## src/rtl/hazard_scoreboard.sv

```systemverilog
// Hazard scoreboard sitting between ID and EX: tracks in-flight destination registers,
// selects forwarding sources, and raises bubble/flush/hold/interrupt-accept controls.
module hazard_scoreboard #(
    parameter int NUM_SRC  = 3,
    parameter int NUM_HOLD = 3,
    parameter int DEPTH    = 2,
    parameter int REG_W    = 4,
    parameter int SEL_W    = $clog2(DEPTH + 1)
) (
    input  logic                       i_clk,
    input  logic                       i_rst,
    input  logic                       i_irq_flag,
    input  logic                       i_pc_en,
    input  logic                       i_issue_vld,
    input  logic                       i_issue_rd_vld,
    input  logic [REG_W-1:0]           i_issue_rd_code,
    input  logic                       i_issue_is_load,
    input  logic [NUM_SRC*REG_W-1:0]   i_src_code,
    input  logic [NUM_SRC-1:0]         i_src_vld,
    input  logic [NUM_HOLD-1:0]        i_hold,
    output logic                       o_id_flush,
    output logic                       o_ex_flush,
    output logic                       o_bubble,
    output logic                       o_pipelinehold,
    output logic [NUM_SRC*SEL_W-1:0]   o_fwd_sel,
    output logic                       o_irq_take,
    output logic                       o_irq_pend
);

    localparam logic [REG_W-1:0] PC_CODE = '1;

    logic [DEPTH-1:0]            r_vld;
    logic [DEPTH-1:0]            r_load;
    logic [DEPTH-1:0][REG_W-1:0] r_code;
    logic                        r_irq_pend;

    logic                        w_hold;
    logic                        w_pc_hazard;
    logic                        w_entry0_vld;
    logic [NUM_SRC-1:0]          w_load_use;
    logic [REG_W-1:0]            w_src;

    // Scan oldest to youngest so the youngest match overwrites; PC code never forwards.
    always_comb begin
        o_fwd_sel  = '0;
        w_load_use = '0;
        w_src      = '0;
        for (int k = 0; k < NUM_SRC; k++) begin
            w_src = i_src_code[k*REG_W +: REG_W];
            for (int j = DEPTH - 1; j >= 0; j--) begin
                if (i_src_vld[k] && (w_src != PC_CODE) && r_vld[j] && (r_code[j] == w_src)) begin
                    if ((j == 0) && r_load[0]) begin
                        w_load_use[k]                = 1'b1;
                        o_fwd_sel[k*SEL_W +: SEL_W] = '0;
                    end else begin
                        w_load_use[k]                = 1'b0;
                        o_fwd_sel[k*SEL_W +: SEL_W] = SEL_W'(j + 1);
                    end
                end
            end
        end
    end

    assign w_hold         = |i_hold;
    assign w_pc_hazard    = i_pc_en | (r_vld[0] & (r_code[0] == PC_CODE));
    assign o_pipelinehold = w_hold;
    assign o_bubble       = (|w_load_use) & ~w_hold;
    assign o_id_flush     = w_pc_hazard;
    assign o_irq_take     = r_irq_pend & ~w_hold & ~o_bubble & ~w_pc_hazard;
    assign o_ex_flush     = w_pc_hazard | o_bubble | o_irq_take | w_hold;
    assign o_irq_pend     = r_irq_pend;

    // A squashed or stalled ID instruction enters EX as a NOP, so its write is dropped.
    assign w_entry0_vld = i_issue_vld & i_issue_rd_vld & ~o_ex_flush & ~o_id_flush;

    always_ff @(posedge i_clk or posedge i_rst) begin
        if (i_rst) begin
            r_vld      <= '0;
            r_load     <= '0;
            r_code     <= '0;
            r_irq_pend <= 1'b0;
        end else begin
            r_irq_pend <= i_irq_flag | (r_irq_pend & ~o_irq_take);
            if (!w_hold) begin
                for (int j = 1; j < DEPTH; j++) begin
                    r_vld[j]  <= r_vld[j-1];
                    r_load[j] <= r_load[j-1];
                    r_code[j] <= r_code[j-1];
                end
                r_vld[0]  <= w_entry0_vld;
                r_load[0] <= i_issue_is_load;
                r_code[0] <= i_issue_rd_code;
            end
        end
    end

endmodule

```

## config.mk

```make
export PLATFORM = sky130hd
export DESIGN_NAME = hazard_scoreboard
export DESIGN_NICKNAME = d
export VERILOG_FILES = /design/src/rtl/hazard_scoreboard.sv
export SDC_FILE = /design/constraint.sdc
export NUM_CORES = 1
export LEC_CHECK = 0
export BUFFER_PORTS_ARGS = -buffer_cell sky130_fd_sc_hd__buf_2
export CAP_MARGIN = 20
export CORE_ASPECT_RATIO = 1.5
export CORE_UTILIZATION = 46
export CTS_CLUSTER_SIZE = 8
export DETAILED_ROUTE_END_ITERATION = 8
export GPL_TIMING_DRIVEN = 0
export HOLD_SLACK_MARGIN = 0.02
export PLACE_DENSITY = 0.75
export SLEW_MARGIN = 0
export SYNTH_ARGS = -nofsm -noshare
export SYNTH_HDL_FRONTEND = slang
export SYNTH_SLANG_ARGS = --single-unit
```

## constraint.sdc

```tcl
create_clock -name i_clk -period 1.99 [get_ports i_clk]
set_input_delay 0.2985 -clock i_clk [delete_from_list [all_inputs] [get_ports i_clk]]
set_output_delay 0.2985 -clock i_clk [all_outputs]
set_load 0.1 [all_outputs]
```

---- Yosys cells after proc, flatten, opt, wreduce, memory -nomap -nowiden ----
Index checks and enable logic that the tools add are counted.
word-level totals
  register bits ........................... 12
  latch bits .............................. 0
  RAM bits ................................ 0
  bits in read-only memories .............. 0
  bits of input ports ..................... 29
  output and inout bits ................... 12
  word-level logic and storage cells ...... 62
  memories kept ........................... 0
cells by class
  add/sub/neg operators ................... 0
  multiply operators ...................... 0
  divide/modulo/power cells ............... 0
  order comparisons ....................... 0
  equality and inequality tests ........... 10
  shift operators ......................... 0
  muxes and demuxes ....................... 11
  bitwise operators ....................... 19
  reduce and logical (&&, ||, !) cells .... 17
operators with widths
  operator                                      count
  equality test 4 bit                           6
  logical AND 1 bit                             15
  two-way mux 2 bit                             6
  inequality test 4 bit, second input constant  3
  bitwise AND 1 bit                             9
  OR reduction 3 bit                            2
  two-way mux 1 bit                             5
  NOT 1 bit                                     5
  OR 1 bit                                      5
  equality test 4 bit, second input constant    1

---- Logic depth before layout (Yosys ltp) ----
  depth after elaboration ................. 15
  depth in mapped cells ................... 6
  mapped depth without buffers ............ 5

---- Worst setup path after synthesis ----
OpenSTA, ideal clock, no wires.
  path kind ............................... reg-to-output
  from .................................... register r_code[1] (netlist name)
  to ...................................... output o_fwd_sel[1]
  data arrival time ....................... 3,668 ps
  required time ........................... 1,691 ps
  path slack .............................. -1,976 ps
  stages on the path, launching flop included .. 6
  path buffers ............................ 1
  path through ............................ dfrtp_1 > buf_4 > xnor2_1 > nand3_1 > nor3_2 > nor4_1
on the way
  longest elaborated chain between the ends .. 3
RTL lines
  what                               line  source
  from (decl)                        34    logic [DEPTH-1:0][REG_W-1:0] r_code;
  from (signal, indexed assignment)  88    r_code[j] <= r_code[j-1];
  equality test 4 bit                51    if (i_src_vld[k] && (w_src != PC_CODE) && r_vld[j] && (r_code[j] == w_src)) begin
  logical AND 1 bit                  51
  two-way mux 2 bit                  51
  to (decl)                          25    output logic [NUM_SRC*SEL_W-1:0] o_fwd_sel,
Every way passes these cells.

---- Worst setup path in the final report ----
  from .................................... register r_code[3] (netlist name)
  to ...................................... output o_irq_take
on the way
  longest elaborated chain between the ends .. 8
  elaborated cells between the ends (all ways) .. 18
  those cells by class .................... 4 x eq/ne; 3 x mux; 7 x bitwise; 4 x reduce/logical
RTL lines
  what                   line  source
  equality test 4 bit    51
  logical AND 1 bit      51
  two-way mux 1 bit      51
  OR reduction 3 bit     67    assign o_bubble = (|w_load_use) & ~w_hold;
  bitwise AND 1 bit      67
  NOT 1 bit              69    assign o_irq_take = r_irq_pend & ~w_hold & ~o_bubble & ~w_pc_hazard;
  bitwise AND 1 bit      69
  bitwise AND 1 bit (*)  69
  to (decl)              26    output logic o_irq_take,
Mark *: on every way between the ends. The rest lies on a longest branch, timed or not.

==> summary.md <==
| Metric | Value |
|---|---|
| Fmax | `between 400 and 500 MHz` |
| Rows | `19` |
| Iter 0 DRT Violations | `13` |
| Pre-antenna DRT Iters | `4` |
| Die H | `approximately 57 um` |
| Post-synth top cells | `nand2_1, xnor2_1, dfrtp_1` |
| CTS tree | `built` |
| Global route overflow | `0` |
| RSZ-0062 raised after global routing | `yes` |
| Main synth FF type | `dfrtp_1` |
| Reg clk slew, reported paths | `~70 ps` |
| Die W | `approximately 39 um` |
| Cell depth of the worst setup path | `7` |
| Post-Synth Adder-Cell Area | `0%` |
| Async S/R FF share, synth | `between 90% and 100%` |
| Unique masters post-synth | `23` |
| Synth area leaders | `dfrtp_1, xnor2_1, nand2_1` |
| Yosys reg bits | `12` |
| Net count after synthesis | `142` |
| RePlAce Congestion | `approximately 0.7` |
| Post-synth top area share | `between 30% and 40%` |
| Cell Pwr Density | `569 mW/mm2` |
| Post-synth top area cell | `dfrtp_1` |
| HPWL Detailed | `about 1800 um` |
| Layout cells sized above 1 | `49.1%` |
| Placed insts | `approximately 170` |
| Status | `finished, violations left` |
| Initial core utilization | `50.0%` |
| Vias/cell | `5.38` |
| Post-route insts no fill | `roughly 190` |
| CTS buffer count | `3` |
| Core area | `around 0.0019 mm2` |
| Ant. Diodes | `0` |
| WL final | `2730 um` |
| Sequential area share after synthesis | `around a third` |
| Slew Viols, Final | `0` |
| Failing checks | `negative setup slack` |
| Root Buffer | `clkbuf_4` |
| Critical path launch point | `r_code[3]` |
| Post-Synth Simple-Gate Area | `32.9%` |
| Final hold vios | `0` |
| Slowest stage delay, CP | `roughly 380 ps` |
| CP Max Fanout | `5` |
| Clock sinks | `12` |
| Largest net degree at the start of global routing | `13` |
| Min setup slack post-route | `-316 ps` |
| Nature of the critical path endpoint | `primary output` |
| ANT nets after route | `0` |
| Cell area after synthesis | `927 um2` |
| Post-route cell area | `approximately 0.0015 mm2` |
| Tot Pwr | `0.878 mW` |
| Clk buf depth | `2` |
| Final setup fails | `9` |
| Mux cell area share after synthesis | `0%` |
| Post-synthesis compound-gate area fraction | `~4.7%` |
| WP buf/inv | `2` |
| DIE AREA | `0.00220 mm2` |
| Worst-margin pin slew | `about 530 ps` |
| Post-synth EDFFs | `0` |
| Area post-placement | `approximately 0.0012 mm2` |
| Max cap viols | `0` |
| Routed len/inst | `14.7 um` |
| Skew-Pair Late Insertion Delay | `270 ps` |
| Vias in the first global route | `~1000` |
| Nets | `just under 200` |
| Largest family of logic cells by synthesized area | `simple AND/OR/NAND/NOR gates` |
| CP arrival | `2010 ps` |
| Slew margin rel. | `between 60% and 70%` |
| Start of the worst register-to-register path | `r_code[3]` |
| Via Count | `around 1000` |
| Total GRT Usage | `a little over a quarter` |
| Leak pwr | `approximately 0.71 nW` |
| Setup Skew | `between 3 and 4 ps` |
| Crit path max-delay family | `simple AND/OR/NAND/NOR gates` |
| Fin crit period | `between 2000 and 2500 ps` |
| Hold crit path type | `in -> async` |
| Crit Path Class | `reg -> out` |
| Synth Instances | `around 110` |
| Antenna violations before repair | `0` |
| Slowest stage cell, crit path | `dfrtp_1` |
| H-tree levels | `1` |
| Top-level I/O count | `slightly above 40` |
| Syn. warnings | `0` |
| Worst Path Required | `1690 ps` |
| VDD IR-drop max | `about 460 uV` |
| Crit-path cells | `buf_6, xnor2_2, nand4_1, nor4_4, o311ai_4, and3_4, buf_12` |
| Worst Setup Start Kind | `flop` |
| First-pass GRT wire length | `4340 um` |
| Final Cycle Share | `116%` |
| Area added between synthesis and finish | `66.4%` |
| PortBufs | `40` |
| Average size of a mapped cell | `just over 8 um2` |
| Synth Area in XOR/XNOR | `22.7%` |
| Internal reg-to-reg setup slack | `roughly 160 ps` |
| Post-CTS Hold Buffers | `0` |
| Worst setup path endpoint | `o_irq_take` |
| # DRC | `0` |
| Most common cell in the netlist | `nand2_1` |
| R2R depth | `7` |
| Reg2reg end | `r_vld[0]` |
-- worst min path at each step --
stage / startpoint / end
finish: i_rst / r_vld[0]
global route: i_rst / r_code[6]
CTS: i_rst / o_irq_pend
detailed placement: i_rst / r_load[0]
global placement: i_rst / r_load[0]
floorplan: i_rst / o_irq_pend
-- layout by cell type (no fill, tap or decap), types with 5 or more instances in the layout --
cell | netlist | routed
buf_12 | 0 | 5
buf_2 | 0 | 31
buf_4 | 1 | 6
buf_6 | 3 | 9
dfrtp_1 | 12 | 12
nand2_1 | 36 | 35
nand4_1 | 6 | 6
nor4_4 | 0 | 5
xnor2_1 | 18 | 13
xnor2_2 | 0 | 5
-- routing by layer --
metal  wire, um  GRT usage (%)  vias to the layer above
li1           -              -                      481
met1       1070           30.1                      481
met2       1510           49.8                       28
met3         77           3.50                       11
met4         77           11.3                        0
met5          0              0                        -
-- through the flow --
stage               util (%)  TNS (ps)  hold slack (ps)  worst slack [ps]
finish                  83.2     -1740             12.9              -316
global route            83.2     -2520             48.1              -403
CTS                     78.4     -1360             21.0              -287
detailed placement      66.9     -1090              315              -414
global placement        66.9      -937              310              -387
floorplan                  -     -1480              163              -286
-- final cells by class --
cell class,instances,area (um2)
plain buffers,6,52.6
fillers,104,312
well taps,21,26.3
clock buffers,4,36.3
flip-flops and latches,12,300
multi-input cells,90,737
repair buffers,48,372
inverters,5,18.8
-- logic make-up after synthesis --
family,Yosys count
buf+inv,11
xor+xnor,24
compound gates,5
simple gates,61
flops,12
-- where the power goes --
group | internal, mW | switching, mW
registers | 0.277 | 0.0505
clock network | 0.111 | 0.0803
logic | 0.168 | 0.191
-- state kept, by name, indices dropped and copies added (netlist names) --
name / cells
o_irq_pend: 1
r_vld: 2
r_load: 1
r_code: 8
-- repair_timing --
action                     in CTS  in global routing
resized for setup              34                 11
hold endpoints to repair        0                  0
setup endpoints to repair       9                  9
pin swaps                       6                  9
buffers inserted                4                  4
(Power assumes the default switching activity.)
